`config.mk`:
```
export PLATFORM = sky130hd
export DESIGN_NAME = sd_dma_job_sched
export DESIGN_NICKNAME = d
export VERILOG_FILES = /design/src/rtl/sd_dma_job_sched.sv
export SDC_FILE = /design/constraint.sdc
export NUM_CORES = 1
export LEC_CHECK = 0
export CAP_MARGIN = 5
export CORE_ASPECT_RATIO = 1.75
export CORE_MARGIN = 5
export CORE_UTILIZATION = 52
export CTS_BUF_LIST = sky130_fd_sc_hd__clkbuf_4
export DETAILED_ROUTE_END_ITERATION = 12
export PLACE_DENSITY_LB_ADDON = 0.2
export SYNTH_ARGS = -nofsm -noshare
export SYNTH_HDL_FRONTEND = slang
export SYNTH_SLANG_ARGS = --single-unit
```
`constraint.sdc`:
```
create_clock -name sys_clk -period 3.8 [get_ports sys_clk]
set_input_delay 0.76 -clock sys_clk [delete_from_list [all_inputs] [get_ports sys_clk]]
set_output_delay 0.76 -clock sys_clk [all_outputs]
set_load 0.01 [all_outputs]
```
`src/rtl/sd_dma_job_sched.sv`:
```
// sd_dma_job_sched: register-based job queue that feeds an SD-card read DMA
// one job at a time. A small FSM (IDLE/RUN/GAP) launches the head job, holds
// the DMA parameters steady while it runs, and signals completion with an
// irq pulse and a completed-job counter.
// Optional feature macro: SD_DMA_TIMEOUT_EN adds a per-job RUN watchdog that
// aborts a job after TIMEOUT_CYCLES cycles and raises a sticky err_timeout.
module sd_dma_job_sched #(
  parameter int unsigned QUEUE_DEPTH    = 4,
  parameter int unsigned ADDR_WIDTH     = 32,
  parameter logic [31:0] TIMEOUT_CYCLES = 32'd50_000_000
) (
  input  logic                         sys_clk,
  input  logic                         rst_n,
  input  logic                         job_push,
  input  logic [31:0]                  job_sec_start,
  input  logic [31:0]                  job_sec_num,
  input  logic [ADDR_WIDTH-1:0]        job_ddr_base,
  input  logic                         sd_init_done,
  input  logic                         dma_done,
  input  logic                         clear_err,
  output logic                         job_full,
  output logic [$clog2(QUEUE_DEPTH):0] job_count,
  output logic                         dma_start,
  output logic [31:0]                  dma_sec_start,
  output logic [31:0]                  dma_sec_num,
  output logic [ADDR_WIDTH-1:0]        dma_ddr_base,
  output logic                         irq,
  output logic [15:0]                  jobs_done,
  output logic                         err_overflow,
  output logic                         err_timeout
);

  localparam int unsigned PW = $clog2(QUEUE_DEPTH);
  localparam int unsigned CW = PW + 1;
  localparam logic [PW-1:0] PTR_ONE  = PW'(1);
  localparam logic [CW-1:0] CNT_ONE  = CW'(1);
  localparam logic [CW-1:0] CNT_FULL = CW'(QUEUE_DEPTH);

  // Reject configurations the pointer arithmetic cannot support.
  if (QUEUE_DEPTH < 2 || (QUEUE_DEPTH & (QUEUE_DEPTH - 1)) != 0 ||
      TIMEOUT_CYCLES == 32'd0) begin : g_param_check
    $error("sd_dma_job_sched: QUEUE_DEPTH must be a power of two >= 2 and TIMEOUT_CYCLES non-zero");
  end

  typedef struct packed {
    logic [31:0]           secStart;
    logic [31:0]           secNum;
    logic [ADDR_WIDTH-1:0] ddrBase;
  } jobEntry_t;

  typedef enum logic [1:0] {
    IDLE = 2'd0,
    RUN  = 2'd1,
    GAP  = 2'd2
  } state_t;

  state_t                state_q;
  jobEntry_t             queue_q [QUEUE_DEPTH];
  jobEntry_t             headEntry;
  logic [PW-1:0]         wrPtr_q, wrPtr_d;
  logic [PW-1:0]         rdPtr_q, rdPtr_d;
  logic [CW-1:0]         count_q, count_d;
  logic                  fullNow;
  logic                  pushOk;
  logic                  pushDrop;
  logic                  popNow;

  logic                  dmaStart_q;
  logic [31:0]           dmaSecStart_q;
  logic [31:0]           dmaSecNum_q;
  logic [ADDR_WIDTH-1:0] dmaDdrBase_q;
  logic                  irq_q;
  logic [15:0]           jobsDone_q;
  logic                  errOverflow_q;

`ifdef SD_DMA_TIMEOUT_EN
  logic                  errTimeout_q;
  logic [31:0]           tmoCnt_q;
`endif

  assign fullNow   = (count_q == CNT_FULL);
  assign pushOk    = job_push && !fullNow;
  assign pushDrop  = job_push && fullNow;
  assign popNow    = (state_q == IDLE) && (count_q != '0) && sd_init_done;
  assign headEntry = queue_q[rdPtr_q];

  // Next pointer and occupancy values; a simultaneous push and pop leaves the count unchanged.
  always_comb begin
    wrPtr_d = wrPtr_q;
    rdPtr_d = rdPtr_q;
    count_d = count_q;
    if (pushOk) begin
      wrPtr_d = wrPtr_q + PTR_ONE;
    end
    if (popNow) begin
      rdPtr_d = rdPtr_q + PTR_ONE;
    end
    case ({pushOk, popNow})
      2'b10:   count_d = count_q + CNT_ONE;
      2'b01:   count_d = count_q - CNT_ONE;
      default: count_d = count_q;
    endcase
  end

  // Job storage; contents only matter once counted, so no reset is needed.
  always_ff @(posedge sys_clk) begin
    if (pushOk) begin
      queue_q[wrPtr_q] <= '{secStart: job_sec_start,
                            secNum:   job_sec_num,
                            ddrBase:  job_ddr_base};
    end
  end

  // Queue pointers and occupancy; reset empties the queue immediately.
  always_ff @(posedge sys_clk or negedge rst_n) begin
    if (!rst_n) begin
      wrPtr_q <= '0;
      rdPtr_q <= '0;
      count_q <= '0;
    end else begin
      wrPtr_q <= wrPtr_d;
      rdPtr_q <= rdPtr_d;
      count_q <= count_d;
    end
  end

  // Job sequencing FSM with its registered DMA interface, irq, counters and sticky errors.
  always_ff @(posedge sys_clk or negedge rst_n) begin
    if (!rst_n) begin
      state_q       <= IDLE;
      dmaStart_q    <= 1'b0;
      dmaSecStart_q <= '0;
      dmaSecNum_q   <= '0;
      dmaDdrBase_q  <= '0;
      irq_q         <= 1'b0;
      jobsDone_q    <= '0;
      errOverflow_q <= 1'b0;
`ifdef SD_DMA_TIMEOUT_EN
      errTimeout_q  <= 1'b0;
      tmoCnt_q      <= '0;
`endif
    end else begin
      irq_q <= 1'b0;

      if (pushDrop) begin
        errOverflow_q <= 1'b1;
      end else if (clear_err) begin
        errOverflow_q <= 1'b0;
      end

`ifdef SD_DMA_TIMEOUT_EN
      if (clear_err) begin
        errTimeout_q <= 1'b0;
      end
`endif

      case (state_q)
        IDLE: begin
          if (popNow) begin
            dmaSecStart_q <= headEntry.secStart;
            dmaSecNum_q   <= headEntry.secNum;
            dmaDdrBase_q  <= headEntry.ddrBase;
            if (headEntry.secNum != 32'd0) begin
              dmaStart_q <= 1'b1;
              state_q    <= RUN;
`ifdef SD_DMA_TIMEOUT_EN
              tmoCnt_q   <= '0;
`endif
            end else begin
              irq_q      <= 1'b1;
              jobsDone_q <= jobsDone_q + 16'd1;
              state_q    <= GAP;
            end
          end
        end

        RUN: begin
          if (dma_done) begin
            dmaStart_q <= 1'b0;
            irq_q      <= 1'b1;
            jobsDone_q <= jobsDone_q + 16'd1;
            state_q    <= GAP;
          end
`ifdef SD_DMA_TIMEOUT_EN
          else if (tmoCnt_q == TIMEOUT_CYCLES - 32'd1) begin
            dmaStart_q   <= 1'b0;
            errTimeout_q <= 1'b1;
            irq_q        <= 1'b1;
            state_q      <= GAP;
          end else begin
            tmoCnt_q <= tmoCnt_q + 32'd1;
          end
`endif
        end

        GAP: begin
          state_q <= IDLE;
        end

        default: begin
          state_q    <= IDLE;
          dmaStart_q <= 1'b0;
        end
      endcase
    end
  end

  assign job_full      = fullNow;
  assign job_count     = count_q;
  assign dma_start     = dmaStart_q;
  assign dma_sec_start = dmaSecStart_q;
  assign dma_sec_num   = dmaSecNum_q;
  assign dma_ddr_base  = dmaDdrBase_q;
  assign irq           = irq_q;
  assign jobs_done     = jobsDone_q;
  assign err_overflow  = errOverflow_q;

`ifdef SD_DMA_TIMEOUT_EN
  assign err_timeout   = errTimeout_q;
`else
  assign err_timeout   = 1'b0;
`endif

endmodule

```
## Yosys cells after proc, flatten, opt, wreduce, memory -nomap -nowiden

Memory sizes are Yosys's and may differ from the RTL's.
Cells that the tools add are included.

| storage, ports and cells | value |
|---|---|
| register bits | 124 |
| bits in latches | 0 |
| RAM bits | 384 |
| bits in read-only memories | 0 |
| output and inout port bits | 120 |
| memories | 1 |

Memories:

| name | words | width | read ports | clocked after memory_dff | wr ports | RTL line | text |
|---|---|---|---|---|---|---|---|
| queue_q | 4 | 96 | 1 | 0 | 1 | 58 | `jobEntry_t queue_q [QUEUE_DEPTH];` |

| cells by class | value |
|---|---|
| $add $sub $neg | 5 |
| $mul | 0 |
| div/mod/pow operators | 0 |
| magnitude comparators | 0 |
| equality and inequality tests | 9 |
| shift-type cells | 0 |
| multiplexer cells | 21 |
| bitwise operators | 1 |
| reductions and logical operators | 15 |

Operator list:

| kind | number |
|---|---|
| 2-to-1 mux 16 bit | 3 |
| one-hot mux 16 bit (2 select lines) | 1 |
| nonzero test 32 bit | 1 |
| adder 16 x 1 -> 16 bit (second input constant) | 1 |
| 2-to-1 mux 1 bit | 10 |
| AND reduction 4 bit | 2 |
| 2-to-1 mux 2 bit | 3 |
| inequality test 2 bit (second input constant) | 3 |
| one-hot mux 3 bit (2 select lines) | 1 |
| nonzero test 2 bit | 3 |
| adder 2 x 1 -> 2 bit (second input constant) | 2 |
| == test 2 x 1 -> 1 bit (second input constant) | 2 |
| == test 2 bit (second input constant) | 2 |
| logical AND 1 bit | 4 |
| one-hot mux 2 bit (2 select lines) | 1 |
| AND reduction 2 bit | 2 |
| adder 3 x 1 -> 3 bit (second input constant) | 1 |
| == test 3 bit (second input constant) | 1 |
| one-hot mux 1 bit (3 select lines) | 1 |
| nonzero test 3 bit | 1 |
| subtractor 3 x 1 -> 3 bit (second input constant) | 1 |
| logical NOT 2 bit | 1 |
| inequality test 2 x 1 -> 1 bit (second input constant) | 1 |
| one-hot mux 1 bit (2 select lines) | 1 |
| 2 further kinds | 2 |

## Logic depth before layout (Yosys ltp)

Gate-level depths: netlist of the first run.

| depth | value |
|---|---|
| depth in word-level cells | 5 |
| gate-level depth with buffers | 11 |
| gate-level depth less buffers | 10 |

## Least setup slack after synthesis of the first run

Ideal clock, no wire load.

| path | value |
|---|---|
| path kind | input port to flip-flop |
| from | input port job_push |
| to | memory queue_q[2][0] (netlist name) (enable) |
| arrival | 3355 ps |
| required time | 3334 ps |
| path slack | -20 ps |
| stages on the path | 3 |
| path buffers | 1 |
| cell sequence | nor2b_1 clkbuf_1 and2_1 |

| on the way | value |
|---|---|
| word-level cells in the longest chain between the ends | 3 |

Ends and longest elaborated chain:

| item | RTL line | text |
|---|---|---|
| start: declaration | 14 | `input logic job_push,` |
| logical AND 1 bit | 82 | `assign pushOk = job_push && !fullNow;` |
| 2-to-1 mux 1 bit | 107 | `if (pushOk) begin` |
| 2-to-1 mux 1 bit (not written as such) | 108 | `queue_q[wrPtr_q] <= '{secStart: job_sec_start,` |
| end: declaration | 58 |  |

Every way passes these cells.

## Final worst setup path of the first run

| path | value |
|---|---|
| from | register rdPtr_q[0] |
| to | register jobsDone_q[1], in the netlist jobs_done[1] |

| on the way | value |
|---|---|
| word-level cells in the longest chain between the ends | 4 |

Ends and longest elaborated chain:

| item | RTL line | text |
|---|---|---|
| start: declaration | 61 | `logic [PW-1:0] rdPtr_q, rdPtr_d;` |
| start signal: assignment | 122 | `rdPtr_q <= rdPtr_d;` |
| memory read (4 x 96 bit) | n/a |  |
| nonzero test 32 bit | 163 | `if (headEntry.secNum != 32'd0) begin` |
| inequality test 2 bit (no line) | n/a |  |
| AND reduction 4 bit (no line) | n/a |  |
| end signal: assignment | 171 | `jobsDone_q <= jobsDone_q + 16'd1;` |
| end signal: assignment | 181 | `jobsDone_q <= jobsDone_q + 16'd1;` |
| end: declaration | 73 | `logic [15:0] jobsDone_q;` |

Every way passes these cells.
A chain may end at the register's enable or synchronous reset.

==> impl_metrics.json, run 1 <==
{
  "io_pins": 222,
  "ys_seq_area_frac": 0.779,
  "fin_tns_setup_ps": 0,
  "place.gp.congestion": 0.732,
  "crit_path_start_kind": "flop",
  "drt_iter0_markers": 384,
  "synth-seq-cells": 508,
  "timing.rr.end": "jobs_done[1]$_DFFE_PN0P_",
  "final_cells": 1725,
  "grt_pass1_vias": 10398,
  "ys.flop_type": "edfxtp_1",
  "worstPathRequired_ps": 4440,
  "num_vias": 9230,
  "status": "finished, final reports clean",
  "synth.net_count": 946,
  "grt_max_degree": 89,
  "row_count": 92,
  "hold_path_class": "flop to flop",
  "dr.pass1.iters": 4,
  "seqCellArea_um2": 14600,
  "cts_setup_buffers": 0,
  "grt_overflow_total": 0,
  "die-area_um2": 40200,
  "setup_violations": 0,
  "setup.worst_path.start": "rdPtr_q[0]$_DFFE_PN0N_",
  "clock_skew_ps": 40.2,
  "r2r.worst_path.cells": 8,
  "layout-drive-gt1-share": 0.318,
  "max_freq_ghz": 0.309,
  "die_x_um": 154,
  "place_inst": 1514,
  "syn_inst": 837,
  "reg2reg_from": "rdPtr_q[0]$_DFFE_PN0N_",
  "peakVddDrop_uv": 428,
  "yosys_warnings": 0,
  "grt_usage": 0.193,
  "synth_top_area_frac": 0.614,
  "via_per_inst": 5.35,
  "criticalPathCategory": "flop to flop",
  "rsz0062_at_grt": "false",
  "path_clk_slew_ps": 70,
  "areaGrowthSynthToFinish_pct": 23.9,
  "fin_nets": 1267,
  "synthTopCellsByArea": "edfxtp_1 61%, dfrtp_1 17%, mux4_2 10%",
  "max_slew_margin": 0.392,
  "async_reset_ff_frac": 0.244,
  "clk_latency_ps": 780,
  "clock_path_buffers": 3,
  "cts.sinks": 508,
  "period_needed_ps": 3240,
  "fill_cells": 2550,
  "arrival_ps": 3880,
  "drt_drc_violations_left": 0,
  "worstPathMaxFanout": 17,
  "power.leakage_nw": 8.21,
  "multiInputGateArea_um2": 3960,
  "cp-end-kind": "flop",
  "final-hold-violation-count": 0,
  "yosys.area.top_type": "edfxtp_1",
  "wire_per_inst_um": 22.0,
  "worst-r2r-setup-slack_ps": 560,
  "dp_hpwl_mm": 23.3,
  "ant_nets": 0,
  "drv_slew": 0,
  "htreeDepth": 3,
  "synth_cell_types": 35,
  "syn-cell-area_um2": 18800,
  "die_h_um": 261,
  "critPathCapture": "jobs_done[1]$_DFFE_PN0P_",
  "min_path_cells": 1,
  "start_util": 0.523,
  "syn_area_per_cell_um2": 22.4,
  "tightest_slew_ps": 913,
  "antenna_found_initial": 5,
  "cts-root-buf": "clkbuf_4",
  "cts_tree": "built",
  "final_util": 0.648,
  "core-area_um2": 35900,
  "finalPower_w": 0.0181,
  "synth_edf_count": 384,
  "cts-resized-gates": 0,
  "numCtsBuffers": 111,
  "finalCritPeriodShare": 0.852,
  "power_density_nw_per_um2": 777,
  "drt-total-wl_mm": 37.9,
  "port_buffers": 220,
  "cap_violations": 0,
  "grt_pass1_wl_mm": 58.7
}
-- final cells by class --
type | count | area share
Tap cell | 470 | 0.0253
Multi-Input combinational cell | 284 | 0.170
Inverter | 9 | 0.00156
Sequential cell | 508 | 0.629
Timing Repair Buffer | 244 | 0.107
Clock buffer | 178 | 0.0574
Antenna cell | 5 | 0.000537
Clock inverter | 27 | 0.00908
-- critical path: stages (launching register included) --
cell and delay (ps):
dfrtp_4 620, buf_4 260, mux4_2 520, nor4_1 530, nand4_1 140, buf_4 200
o32ai_4 190, buf_4 250, mux2_2 350
-- synth_stat cells (6+ instances only) --
library cell / n
edfxtp_1: 384
dfrtp_1: 124
mux4_1: 11
clkbuf_1: 21
nand2_1: 10
nand3_1: 6
and3_1: 7
buf_1: 7
xnor2_1: 18
ha_1: 6
nor4_1: 8
and2_1: 6
mux4_2: 85
mux2_2: 97
nand4_1: 6
inv_1: 8
-- where the power goes --
group          total [W]  internal [W]  switching [W]
clock            0.00435       0.00238        0.00197
sequential       0.00821       0.00753       0.000682
combinational    0.00553       0.00308        0.00245
-- worst min-delay path by stage --
stage / startpoint / endpoint / slack, ps
after floorplan: rst_n / dma_ddr_base[0]$_DFFE_PN0P_ / 460
after global placement: jobs_done[15]$_DFFE_PN0P_ / jobs_done[15]$_DFFE_PN0P_ / 460
after detailed placement: jobs_done[15]$_DFFE_PN0P_ / jobs_done[15]$_DFFE_PN0P_ / 470
after CTS: clear_err / err_overflow$_DFFE_PN0P_ / 450
after global routing: clear_err / err_overflow$_DFFE_PN0P_ / 470
final: jobs_done[15]$_DFFE_PN0P_ / jobs_done[15]$_DFFE_PN0P_ / 480
-- metrics by stage --
stage                     area (um2)  hold WS [ps]  worst slack [ps]
after floorplan                18800           464              1040
after global placement         21700           463               581
after detailed placement       21700           467               512
after CTS                      23300           454               453
after global routing           23300           470               328
final                          23300           476               561
-- what timing repair did --
action                                  in CTS  in global routing
hold buffers                                 1                  0
endpoints found under the setup margin       0                  0
hold endpoints to repair                    46                  0
-- cells in the final DEF, fill, tap and decap left out, types with 2 or more instances in the layout --
cell               n
and2_1             2
and2_4             4
and3_1             7
buf_12             9
buf_4             14
bufinv_16          4
clkbuf_4         178
clkdlybuf4s50_1  219
clkinv_1          21
dfrtp_1          122
dfrtp_4            2
diode_2            5
edfxtp_1         384
ha_1               6
inv_1              8
mux2_2            97
mux4_1            11
mux4_2            85
nand2_1           10
nand2b_1           4
nand3_1            6
nand4_1            6
nor2_1             3
nor4_1             8
o21ai_0            3
xnor2_1           18
xor2_1             3
-- kinds of logic (layout without fill, tap and decap cells) --
family	Yosys count	count (layout)	share of synthesized area
flip-flops	508	508	0.779
buffers and inverters	45	458	0.0109
AND/OR/NAND/NOR	53	53	0.0155
other	1	6	0.000200
multiplexers	194	194	0.176
adder cells (fa/ha/maj)	7	7	0.00506
AO/OA/AOI/OAI	8	8	0.00373
XOR/XNOR	21	21	0.00979
-- flip-flops by register name, indices dropped and copies added (netlist names) --
name           flops
dma_ddr_base      32
dma_sec_num       32
dma_sec_start     32
dma_start          1
err_overflow       1
irq                1
job_count          3
jobs_done         16
queue_q          384
rdPtr_q            2
state_q            2
wrPtr_q            2
-- per-layer routing --
layer	vias up	GRT usage	routed length, um
met5	-	0	0
met4	0	0.0791	935
met3	57	0.0475	2010
met2	281	0.356	21200
met1	4782	0.211	13700
li1	4110	-	-
(Power assumes the default switching activity.)
==> inputs of run 2 (changes only) <==
CORE_ASPECT_RATIO = unset   (was 1.75)
CORE_UTILIZATION = 45   (was 52)
==> run 2 against run 1 <==
Against the previous run: sequential power about the same; register-to-register slack improved by 100 ps; non-clock buffer count did not move; via count up 2.1%; die area is 14% higher; critical path depth down 1; setup slack gained 100 ps; global-route usage decreased by 2.3 points; critical path type unchanged; largest cell class unchanged.
==> impl_metrics.json, run 2 (synthesis results as in run 1) <==
{
  "top_register": "queue_q",
  "place_ws_ps": 627,
  "largest_reg_flops": 384,
  "switching_share": 0.280,
  "power_density_nw_per_um2": 791,
  "cts.sinks": 508,
  "start_util": 0.457,
  "p_seq_frac": 0.438,
  "ant_nets": 0,
  "path_clk_slew_ps": 60,
  "final_util": 0.576,
  "drt-met1-wl_mm": 16.3,
  "antenna_found_initial": 5,
  "final-hold-violation-count": 0,
  "cts-root-buf": "clkbuf_4",
  "max_slew_margin": 0.463,
  "cap_violations": 0,
  "grt_max_degree": 67,
  "grt_usage": 0.170,
  "grt_overflow_total": 0,
  "criticalPathCategory": "flop to flop",
  "worstPathMaxFanout": 17,
  "rsz0062_at_grt": "false",
  "io_pins": 222,
  "htreeDepth": 4,
  "layout_common_cells": "384 x edfxtp_1, 219 x clkdlybuf4s50_1, 214 x clkbuf_4, 122 x dfrtp_1, 97 x mux2_2",
  "hold_path_class": "flop to flop",
  "crit_chain": "buf_12 > mux4_1 > nor4_1 > nand4_1 > o32ai_4 > buf_4 > mux2_2",
  "drt_iter0_markers": 720,
  "via_per_inst": 5.16,
  "max_freq_ghz": 0.319,
  "drt_drc_violations_left": 0,
  "die-area_um2": 45900,
  "whs_ps": 473,
  "dr.pass1.iters": 5,
  "cts_setup_buffers": 0,
  "port_buffers": 220,
  "num_vias": 9422,
  "worst_path_max_delay_cell": "mux4_1",
  "fin_nets": 1291,
  "p_int_w": 0.0135,
  "drv_slew": 0,
  "die_h_um": 214,
  "drt-total-wl_mm": 38.2,
  "postPlaceCellArea_um2": 21800,
  "grt_pass1_vias": 10387,
  "clk_latency_ps": 790,
  "grt_pass1_wl_mm": 60.4,
  "peakVddDrop_uv": 422,
  "fin_tns_setup_ps": 0,
  "cpLargestDelayFamily": "multiplexers",
  "p_sw_w": 0.00525,
  "period_needed_ps": 3130,
  "highest_layer": "met5",
  "wl_met2_mm": 18.5,
  "pwr-share-comb": 0.298,
  "crit_path_start_kind": "flop",
  "clock_path_buffers": 3,
  "cts_tree": "built",
  "max_stage_delay_ps": 620,
  "setup_violations": 0,
  "design_area_um2": 23700,
  "worstPathRequired_ps": 4480,
  "wire_per_inst_um": 21.0,
  "arrival_ps": 3810,
  "dp_hpwl_mm": 22.8,
  "areaGrowthSynthToFinish_pct": 26.1,
  "power.leakage_nw": 8.42,
  "tightest_slew_ps": 806,
  "layout-drive-gt1-share": 0.341,
  "numCtsBuffers": 135,
  "critPathBufInv": 2,
  "wl_met3_mm": 2.78,
  "finalCritPeriodShare": 0.825,
  "row_count": 74,
  "clkPwrFrac": 0.264,
  "cp-end-kind": "flop",
  "status": "finished, final reports clean",
  "place.gp.congestion": 0.717,
  "clock_skew_ps": 37.7,
  "core-area_um2": 41100,
  "die_x_um": 214,
  "setup_ws_ps": 666,
  "final_common_cell": "edfxtp_1"
}
==> run 2: changes by cell type in the layout (fill, tap and decap cells not counted), sizes merged <==
cell | previous run | this run
clkbuf | 178 | 214
inv | 9 | 13
diode | 5 | 2
clkinv | 22 | 24
clkinvlp | 1 | 0
==> run 2: layer usage <==
metal  vias up  track usage
li1       4197            -
met1      4846        0.224
met2       306        0.266
met3        65       0.0610
met4         8       0.0597
met5         -            0
==> run 2: repair_timing <==
| action | 4_1_cts | 5_1_grt |
|---|---|---|
| gates resized for setup | 0 | 0 |
| hold buffers | 1 | 0 |
| hold endpoints to repair | 61 | 0 |
==> run 2: per-stage QoR <==
stage	cells	total power (W)
after detailed placement	1576	0.0141
final	1825	0.0187
after global routing	1824	0.0199
after floorplan	837	0.0114
after CTS	1823	0.0191
after global placement	1576	0.0140
==> run 2: area by class of cell <==
| type | count | area, um2 |
|---|---|---|
| fill | 3169 | 17400 |
| sequential | 508 | 14600 |
| multi-input combinational | 284 | 3960 |
| timing repair buffer | 244 | 2550 |
| clock buffer | 214 | 1610 |
| tap | 532 | 666 |
| clock inverter | 32 | 230 |
| inverter | 9 | 36.3 |
| antenna | 2 | 5.00 |
==> run 2: power groups by stage <==
| stage | Clock, W | Combinational, W | Sequential [W] |
|---|---|---|---|
| after floorplan | 0 | 0.00308 | 0.00836 |
| after global placement | 0 | 0.00567 | 0.00830 |
| after detailed placement | 0 | 0.00572 | 0.00834 |
| after CTS | 0.00515 | 0.00575 | 0.00824 |
| after global routing | 0.00550 | 0.00603 | 0.00836 |
| final | 0.00494 | 0.00558 | 0.00821 |
==> run 2: path summary, 6_finish.rpt <==
kind / start / end / slack, ps / depth (start not counted)
worst max-delay path: rdPtr_q[0]$_DFFE_PN0N_ / jobs_done[1]$_DFFE_PN0P_ / 670 / 7
worst min-delay path: jobs_done[15]$_DFFE_PN0P_ / jobs_done[15]$_DFFE_PN0P_ / 470 / 1
worst max register to register: rdPtr_q[0]$_DFFE_PN0N_ / jobs_done[1]$_DFFE_PN0P_ / 670 / 7
worst min register to register: jobs_done[15]$_DFFE_PN0P_ / jobs_done[15]$_DFFE_PN0P_ / 470 / 1
max in group asynchronous: rst_n / dma_sec_start[30]$_DFFE_PN0P_ / 2440 / 3
min in group asynchronous: rst_n / dma_sec_num[6]$_DFFE_PN0P_ / 580 / 2
